[src/rtl/pipeline_hazard_controller.sv]
// Stall/flush sequencer for the 5-stage RV32I pipeline: arbitrates pipeline-register
// enables and bubble injection, tracks the EX bubble flag, perf counters and dmem timeout.
module pipeline_hazard_controller #(
    parameter int CNT_W       = 32,
    parameter int MEM_TIMEOUT = 255,
    parameter int TO_W        = 8
) (
    input  logic             clk,
    input  logic             rst,
    input  logic             load_use,
    input  logic             redirect_EX,
    input  logic             dmem_req_MEM,
    input  logic             dmem_ready,
    input  logic             imem_ready,
    input  logic             halt_req,
    output logic             pc_en,
    output logic             pc_sel_redirect,
    output logic             if_id_en,
    output logic             id_ex_en,
    output logic             ex_mem_en,
    output logic             mem_wb_en,
    output logic             flush_IF_ID,
    output logic             bubble_ID_EX,
    output logic             is_bubble_EX,
    output logic             halted,
    output logic             bus_err,
    output logic [CNT_W-1:0] stall_cnt,
    output logic [CNT_W-1:0] flush_cnt
);

    typedef enum logic [1:0] {
        RUN      = 2'd0,
        MEM_WAIT = 2'd1,
        HALT     = 2'd2
    } state_t;

    localparam logic [TO_W-1:0] TO_LAST = TO_W'(MEM_TIMEOUT - 1);

    state_t            r_state;
    state_t            w_next_state;
    logic [TO_W-1:0]   r_to_cnt;
    logic [TO_W-1:0]   w_to_cnt_next;
    logic              r_bus_err;
    logic              w_bus_err_next;
    logic              w_redirect_taken;
    logic              w_service;
    logic              w_dmem_stall;
    logic              w_count_stall;
    logic              r_is_bubble_ex;
    logic [CNT_W-1:0]  r_stall_cnt;
    logic [CNT_W-1:0]  r_flush_cnt;

    assign w_dmem_stall = dmem_req_MEM && !dmem_ready;

    // NOTE: every signal written here gets a default first, so no path leaves one unassigned (no latch).
    always_comb begin
        w_next_state     = r_state;
        w_to_cnt_next    = r_to_cnt;
        w_bus_err_next   = 1'b0;
        w_redirect_taken = 1'b0;
        w_service        = 1'b0;
        pc_en            = 1'b0;
        pc_sel_redirect  = 1'b0;
        if_id_en         = 1'b0;
        id_ex_en         = 1'b0;
        ex_mem_en        = 1'b0;
        mem_wb_en        = 1'b0;
        flush_IF_ID      = 1'b0;
        bubble_ID_EX     = 1'b0;
        halted           = 1'b0;

        unique case (r_state)
            RUN: begin
                if (halt_req) begin
                    w_next_state = HALT;
                end else if (w_dmem_stall) begin
                    w_next_state  = MEM_WAIT;
                    w_to_cnt_next = TO_W'(1);
                end else begin
                    w_service = 1'b1;
                end
            end
            MEM_WAIT: begin
                if (dmem_ready) begin
                    w_service     = 1'b1;
                    w_next_state  = RUN;
                    w_to_cnt_next = '0;
                end else if (r_to_cnt >= TO_LAST) begin
                    // Abandon the access: let MEM/WB advance past the stuck instruction.
                    mem_wb_en      = 1'b1;
                    w_bus_err_next = 1'b1;
                    w_next_state   = RUN;
                    w_to_cnt_next  = '0;
                end else begin
                    w_to_cnt_next = r_to_cnt + 1'b1;
                end
            end
            HALT: begin
                halted = 1'b1;
            end
            default: begin
                w_next_state = RUN;
            end
        endcase

        // Redirect outranks load-use: the dependent instruction in ID is flushed anyway.
        if (w_service) begin
            if (redirect_EX) begin
                pc_en            = 1'b1;
                pc_sel_redirect  = 1'b1;
                if_id_en         = 1'b1;
                id_ex_en         = 1'b1;
                ex_mem_en        = 1'b1;
                mem_wb_en        = 1'b1;
                flush_IF_ID      = 1'b1;
                bubble_ID_EX     = 1'b1;
                w_redirect_taken = 1'b1;
            end else if (load_use) begin
                id_ex_en     = 1'b1;
                bubble_ID_EX = 1'b1;
                ex_mem_en    = 1'b1;
                mem_wb_en    = 1'b1;
            end else if (!imem_ready) begin
                if_id_en    = 1'b1;
                flush_IF_ID = 1'b1;
                id_ex_en    = 1'b1;
                ex_mem_en   = 1'b1;
                mem_wb_en   = 1'b1;
            end else begin
                pc_en     = 1'b1;
                if_id_en  = 1'b1;
                id_ex_en  = 1'b1;
                ex_mem_en = 1'b1;
                mem_wb_en = 1'b1;
            end
        end

        if (!rst) begin
            pc_en           = 1'b0;
            pc_sel_redirect = 1'b0;
            if_id_en        = 1'b0;
            id_ex_en        = 1'b0;
            ex_mem_en       = 1'b0;
            mem_wb_en       = 1'b0;
            flush_IF_ID     = 1'b1;
            bubble_ID_EX    = 1'b1;
            halted          = 1'b0;
        end
    end

    assign w_count_stall = (r_state != HALT) && !pc_en;

    // NOTE: sequential state uses non-blocking assignments so every flop samples pre-edge values.
    always_ff @(posedge clk or negedge rst) begin
        if (!rst) begin
            r_state        <= RUN;
            r_to_cnt       <= '0;
            r_bus_err      <= 1'b0;
            r_is_bubble_ex <= 1'b1;
            r_stall_cnt    <= '0;
            r_flush_cnt    <= '0;
        end else begin
            r_state   <= w_next_state;
            r_to_cnt  <= w_to_cnt_next;
            r_bus_err <= w_bus_err_next;
            if (id_ex_en) begin
                r_is_bubble_ex <= bubble_ID_EX;
            end
            if (w_count_stall && (r_stall_cnt != '1)) begin
                r_stall_cnt <= r_stall_cnt + 1'b1;
            end
            if (w_redirect_taken && (r_flush_cnt != '1)) begin
                r_flush_cnt <= r_flush_cnt + 1'b1;
            end
        end
    end

    assign is_bubble_EX = r_is_bubble_ex;
    assign bus_err      = r_bus_err;
    assign stall_cnt    = r_stall_cnt;
    assign flush_cnt    = r_flush_cnt;

endmodule

[config.mk]
export PLATFORM = sky130hd
export DESIGN_NAME = pipeline_hazard_controller
export DESIGN_NICKNAME = d
export VERILOG_FILES = /design/src/rtl/pipeline_hazard_controller.sv
export SDC_FILE = /design/constraint.sdc
export NUM_CORES = 1
export LEC_CHECK = 0
export BUFFER_PORTS_ARGS = -buffer_cell sky130_fd_sc_hd__buf_2
export CORE_MARGIN = 3
export CORE_UTILIZATION = 56
export CTS_BUF_LIST = sky130_fd_sc_hd__clkbuf_4
export DETAILED_ROUTE_END_ITERATION = 8
export PLACE_DENSITY_LB_ADDON = 0.12
export SKIP_CTS_REPAIR_TIMING = 1
export SLEW_MARGIN = 20
export SYNTH_ARGS = -nofsm -noshare
export SYNTH_HDL_FRONTEND = slang
export SYNTH_SLANG_ARGS = --single-unit
[constraint.sdc]
create_clock -name clk -period 3.3 [get_ports clk]
set_input_delay 0.165 -clock clk [delete_from_list [all_inputs] [get_ports clk]]
set_output_delay 0.165 -clock clk [all_outputs]
set_load 0.05 [all_outputs]
==> results by group, run 1 <==
Synth
  – Synth cell types: 43
  – Post-Syn Area per Cell: 9.977 µm²
  – Total number of yosys warnings: 0
  – Post-synth top area share: 0.4848
  – Synth top area cells: dfrtp_1, xnor2_1, nand4_1
  – Mapped Area: 3871 µm²
  – Syn nets: 400
  – Synth Area in XOR/XNOR: 0.1380
  – Simple-Gate Fraction of Synth Area: 0.2825
  – Largest family of logic cells by synthesized area: simple AND/OR/NAND/NOR gates
  – Seq cells post-synth: 76
  – Adder-cell share of the synthesized area: 0.01293
  – Seq/Total Area, Yosys: 0.4916
  – Post-Syn Instances: 388
  – Area leader, netlist: dfrtp_1
  – Mux cell area share after synthesis: 0.005818
  – Compound-Gate Fraction of Synth Area: 0.04622

Critical path
  – CP Depth: 5
  – Setup crit start: flush_cnt[5]
  – CP delay by family, top: simple AND/OR/NAND/NOR gates
  – Worst EP arrival: 2.78 ns
  – Worst r2r src: flush_cnt[5]
  – CP peak stage delay: 0.69 ns
  – CP max FO: 23
  – Worst R2R Setup Slack: 0.83 ns
  – Reg2reg end: flush_cnt[1]
  – Crit-path cells: nand4_2 -> or4_1 -> nand4b_4 -> nand2_1 -> mux2_2
  – Crit start category: flop
  – Worst setup endpoint: flush_cnt[1]
  – CP Class: reg -> reg
  – CP endpoint kind: flop
  – CP required: 3.61 ns
  – Worst R2R Path Depth: 5
  – Crit path buf inv count: 0
  – Slowest cell on crit path: or4_1

Layout
  – Area grow syn2layout: 16.94%
  – Flip-flop and latch area: 1903 µm²
  – Multi-input logic area: 1888 µm²
  – # nets final: 487
  – Share of layout cells above drive strength 1: 0.2313
  – Inserted Diodes: 0
  – Fin area: 4527 µm²
  – Fin util: 0.6931
  – Fill cells: 535

Clock network
  – Clock Latency Late Sink: 0.42 ns
  – Num CTS Buffers: 9
  – Clock transition at path regs: 0.12 ns
  – CTS tree: built
  – Clock sink total: 76
  – H-tree depth: 3
  – Max Root-Sink Buffers: 2
  – Clock root cell: clkbuf_4

Die
  – # IOs: 83
  – Die area: 7947 µm²
  – Core Box Area: 6531 µm²
  – Core Rows: 29
  – DIE WIDTH: 89.15 µm
  – Die height: 89.15 µm
  – Initial Util: 0.5927

Power
  – Leakage power figure: 2.282 nW
  – Peak VDD IR: 190.7 µV
  – Net switching fraction of the power: 0.2735
  – PnR Total Power: 1.790 mW
  – Part of the power in registers: 0.547
  – Clock power share: 0.346
  – PD cells: 395.4 nW/µm²
  – Pint: 1.301 mW
  – Net Sw Power: 489.5 µW
  – Gate power share: 0.106

Placed design
  – Post-DP HPWL: 6.039 mm
  – # port buffers: 82
  – Cell Area, Placed: 4368 µm²
  – GP Congestion: 0.8754

Flow run
  – Max Cap Viol: 0

Outcome
  – Status: complete, but fails checks
  – Violated checks: negative hold slack

Global route
  – Global route total overflow: 0
  – Number of global-route vias before repair: 3,041
  – Initial antenna violation count: 0
  – Largest net degree at the start of global routing: 81
  – Global-route wire length before repair: 14.46 mm
  – Gr usage total: 0.2330

STA
  – Ratio of final minimum period to clock period: 0.7489
  – RSZ-0062 raised after global routing: no
  – Relative slew margins: 0.3588
  – Worst slew pin tran: 0.9618 ns
  – Final setup viols: 0
  – Min Clock Period, post-route: 2.471 ns
  – FMAX: 0.4046 GHz
  – Fin. Hold Viols: 7
  – Clock Skews: 0.02138 ns
  – Fin. max-slew vios: 0
  – Hold Slack: -0.02764 ns
  – Final total negative setup slack: 0 ns

Drt
  – Antenna-violating nets left: 0
  – WL final: 8.565 mm
  – Drt pass-1 iters: 4
  – WL/cell: 15.38 µm
  – Initial DRC count: 136
  – Via-to-Cell Ratio: 5.797
  – Via count: 3,229
  – DRC violations left: 0

Worst hold path
  – Hold Path Class: in -> async
==> synthesized netlist by cell type (all sizes together) <==
library cell	count
dfrtp	75
xnor2	42
nand2	32
nand3	30
nand4	29
nor2	29
nor3	19
xor2	19
and3	15
o21ai	13
inv	10
buf	7
and2	6
and4	6
nor4	6
a21oi	4
clkbuf	4
ha	4
nand4b	4
nor3b	4
nand2b	3
nor4b	3
o211ai	3
a31oi	2
mux2	2
nand3b	2
nor2b	2
o21bai	2
o31ai	2
or2	2
or4	2
a2111o	1
a21boi	1
dfstp	1
o21ba	1
or3	1
==> layout make-up <==
class                      instances  area share
timing repair buffer              87      0.1001
tap                               77     0.02128
clock buffer                       9     0.01493
clock inverter                     7     0.01797
multi-input combinational        291      0.4171
sequential                        76      0.4204
inverter                          10    0.008292
==> cells in the final DEF (no fill, tap or decap), drive strengths merged, types with 9 or more instances in the layout <==
cell type  count
buf           86
nor3          19
nand2         32
dfrtp         75
xnor2         42
nand3         30
xor2          19
clkbuf         9
inv           10
and3          15
nor2          29
o21ai         13
nand4         29
==> cells by family (layout without fill, tap and decap cells) <==
group                      count (synthesis)  in the layout
AOI/OAI and AO/OA                         29             29
xor gates and xnor gates                  61             61
adders and majority gates                  4              4
buffers and inverters                     21            113
DFF                                       76             76
muxes                                      2              2
and+or+nand+nor                          195            195
==> state kept, by name (all words and copies together) (netlist names) <==
signal / cells
stall_cnt: 32
is_bubble_EX: 1
r_state: 2
flush_cnt: 32
bus_err: 1
r_to_cnt: 8
==> worst reg2reg max path, cell delays in order, from the launching register on <==
cell,delay (ns)
dfrtp_1,0.47
nand4_2,0.21
or4_1,0.69
nand4b_4,0.43
nand2_1,0.23
mux2_2,0.34
==> layer usage <==
layer | GRT usage | part of all wire | up-vias
met5 | 0 | 0 | -
met4 | 0.08660 | 0.017 | 0
met3 | 0.04147 | 0.058 | 15
met2 | 0.3550 | 0.46 | 98
met1 | 0.3347 | 0.47 | 1565
li1 | - | - | 1551
==> power by group through the flow <==
stage          clock [mW]  sequential [mW]  combinational (mW)
2_1_floorplan           0             1.07              0.0504
5_1_grt             0.683            0.984               0.209
3_5_place_dp            0            0.998               0.193
4_1_cts             0.631            0.980               0.193
3_3_place_gp            0            0.996               0.188
6_report            0.620            0.980               0.191
==> how the worst min path moves through the flow <==
stage                     slack [ns]  depth (start not counted)         end  startpoint
after global placement          0.39                          2  r_state[0]  dmem_ready
after floorplan                -0.13                          0     bus_err         rst
after global routing            0.03                          3  r_state[1]    halt_req
final                          -0.03                          2     bus_err         rst
after CTS                      -0.05                          2  r_state[0]  dmem_ready
after detailed placement        0.40                          2  r_state[0]  dmem_ready
==> through the flow <==
stage                     cells  worst slack [ns]
final                       557            0.8286
after global routing        557            0.6414
after CTS                   556            0.8486
after detailed placement    540            0.8781
after global placement      540            0.9469
after floorplan             388            0.9204
Note: power is estimated with default switching activity, not from simulation.
==> inputs of run 2 (changes only) <==
--- a/config.mk
+++ b/config.mk
@@ -7,7 +7,7 @@
 export LEC_CHECK = 0
 export BUFFER_PORTS_ARGS = -buffer_cell sky130_fd_sc_hd__buf_2
 export CORE_MARGIN = 3
-export CORE_UTILIZATION = 56
+export CORE_UTILIZATION = 51
 export CTS_BUF_LIST = sky130_fd_sc_hd__clkbuf_4
 export DETAILED_ROUTE_END_ITERATION = 8
 export PLACE_DENSITY_LB_ADDON = 0.12
==> constraint.sdc (replaced) <==
create_clock -name clk -period 2.05 [get_ports clk]
set_input_delay 0.1025 -clock clk [delete_from_list [all_inputs] [get_ports clk]]
set_output_delay 0.1025 -clock clk [all_outputs]
set_load 0.05 [all_outputs]
==> run 2 against run 1 <==
The flow now finishes without violations. Combinational power rose by 65%. Hold slack gained 0.044 ns. Largest cell class is now multi-input combinational cells. Design area grew 5.7%. Critical path depth down 1. Sequential power up 61%. Final cell count increased by 7.0%. Setup slack got worse by 0.75 ns. Largest power group unchanged. Register-to-register slack got worse by 0.72 ns. Core utilization is 3.7 points lower. Critical path type is now reg -> out. Clock skew is 0.0052 ns lower.
==> results by group, run 2 (same netlist as run 1, synthesis figures left out) <==
Global route
  – Gr usage total: 0.2114
  – Number of global-route vias before repair: 3,056
  – Initial antenna violation count: 0
  – Largest net degree at the start of global routing: 60
  – Global route total overflow: 0
  – Global-route wire length before repair: 14.75 mm

Critical path
  – CP endpoint kind: output pin
  – Worst R2R Setup Slack: 0.11 ns
  – CP required: 1.95 ns
  – Worst EP arrival: 1.87 ns
  – Crit start category: flop
  – Worst R2R Path Depth: 5
  – Slowest cell on crit path: dfrtp_1
  – Worst r2r src: r_state[0]
  – CP Class: reg -> out
  – Setup crit start: r_state[0]
  – CP peak stage delay: 0.44 ns
  – Crit-path cells: o21ba_2 -> a2111o_1 -> inv_1 -> buf_2
  – CP max FO: 5
  – Worst setup endpoint: pc_en
  – Reg2reg end: flush_cnt[1]

STA
  – Fin. max-slew vios: 0
  – Ratio of final minimum period to clock period: 0.9618
  – Final worst setup slack: 0.07832 ns
  – Final setup viols: 0
  – Fin. Hold Viols: 0
  – Min Clock Period, post-route: 1.972 ns
  – Hold Slack: 0.01641 ns
  – Clock Skews: 0.01621 ns
  – Worst slew pin tran: 0.7338 ns
  – RSZ-0062 raised after global routing: yes
  – FMAX: 0.5072 GHz
  – Relative slew margins: 0.5108

Clock network
  – Max Root-Sink Buffers: 2
  – Clock transition at path regs: 0.13 ns
  – Num CTS Buffers: 9
  – Clock sink total: 76
  – H-tree depth: 3
  – CTS tree: built
  – Clock root cell: clkbuf_4
  – Clock Latency Late Sink: 0.43 ns

Layout
  – Area grow syn2layout: 23.56%
  – Most frequent cells in the layout: buf_2, dfrtp_1, xnor2_1, nand2_1, nand3_1
  – Most common cell after layout, fill and taps aside: buf_2
  – Inserted Diodes: 0
  – # nets final: 504
  – Share of layout cells above drive strength 1: 0.3219

Die
  – Die area: 8672 µm²
  – Core Rows: 31
  – DIE WIDTH: 93.13 µm
  – Initial Util: 0.5309
  – # IOs: 83
  – Core Box Area: 7292 µm²
  – Die height: 93.13 µm

Placed design
  – Pre-CTS setup slack: 0.02900 ns
  – # port buffers: 82
  – Post-DP HPWL: 6.262 mm
  – GP Congestion: 0.8565

Flow run
  – Max Cap Viol: 0

Drt
  – WL/cell: 14.60 µm
  – Via-to-Cell Ratio: 5.478
  – WL final: 8.702 mm
  – Initial DRC count: 131
  – Antenna-violating nets left: 0
  – DRC violations left: 0
  – Via count: 3,265
  – Drt pass-1 iters: 4

Worst hold path
  – Hold Path Class: in -> reg

Power
  – PD cells: 564.9 nW/µm²
  – Leakage power figure: 2.352 nW
  – Peak VDD IR: 374.0 µV

Outcome
  – Status: completed
==> run 2: changes by cell type in the layout (fill, tap and decap cells not counted), sizes merged <==
cell / before / now
buf: 86 / 98
clkbuf: 9 / 16
bufinv: 2 / 0
clkinv: 5 / 3
dlygate4sd3: 1 / 3
==> run 2: area by class of cell <==
class / count / area [µm²]
clock buffers: 13 / 97.59
clock inverters: 3 / 13.76
repair buffers: 104 / 618.1
fillers: 628 / 2509
multi-input cells: 291 / 1966
inverters: 10 / 37.54
well taps: 99 / 123.9
flip-flops and latches: 76 / 1927
==> run 2: critical path: cells and delay by family, from the launching register on <==
family                 cells  cell delay [ns]
AO/OA/AOI/OAI              2             0.66
flip-flops                 1             0.44
buffers and inverters      2             0.33
==> run 2: power breakdown <==
part / total, mW / internal [mW] / leakage, nW / switching [mW]
clock network: 0.809 / 0.298 / 0.0692 / 0.510
logic: 0.315 / 0.0830 / 1.28 / 0.232
registers: 1.58 / 1.54 / 1.01 / 0.0416
==> run 2: per-layer routing <==
| metal | global-route usage | routed length (µm) | up-vias |
|---|---|---|---|
| met1 | 0.3035 | 4036 | 1571 |
| met3 | 0.03459 | 391 | 10 |
| met5 | 0 | 0 | - |
| met2 | 0.3203 | 4116 | 94 |
| met4 | 0.08425 | 157 | 0 |
| li1 | - | - | 1590 |
==> run 2: metrics by stage <==
step	instances	utilization	total power, mW	cell area, µm²	setup TNS [ns]
4_1_cts	592	0.6393	2.716	4662	-1.073
3_5_place_dp	576	0.6241	1.916	4551	0
5_1_grt	596	0.6560	2.816	4783	-0.1217
6_report	596	0.6560	2.702	4783	0
3_3_place_gp	576	0.6241	1.909	4551	0
2_1_floorplan	388	-	1.808	3928	-0.08594
==> run 2: worst min path at each step <==
stage / startpoint / to / cells past startpoint / slack (ns)
2_1_floorplan: rst / bus_err / 0 / -0.19
3_3_place_gp: rst / bus_err / 2 / 0.09
3_5_place_dp: rst / bus_err / 2 / 0.1
4_1_cts: rst / stall_cnt[31] / 2 / -0.36
5_1_grt: redirect_EX / is_bubble_EX / 3 / 0.08
6_report: redirect_EX / is_bubble_EX / 3 / 0.02
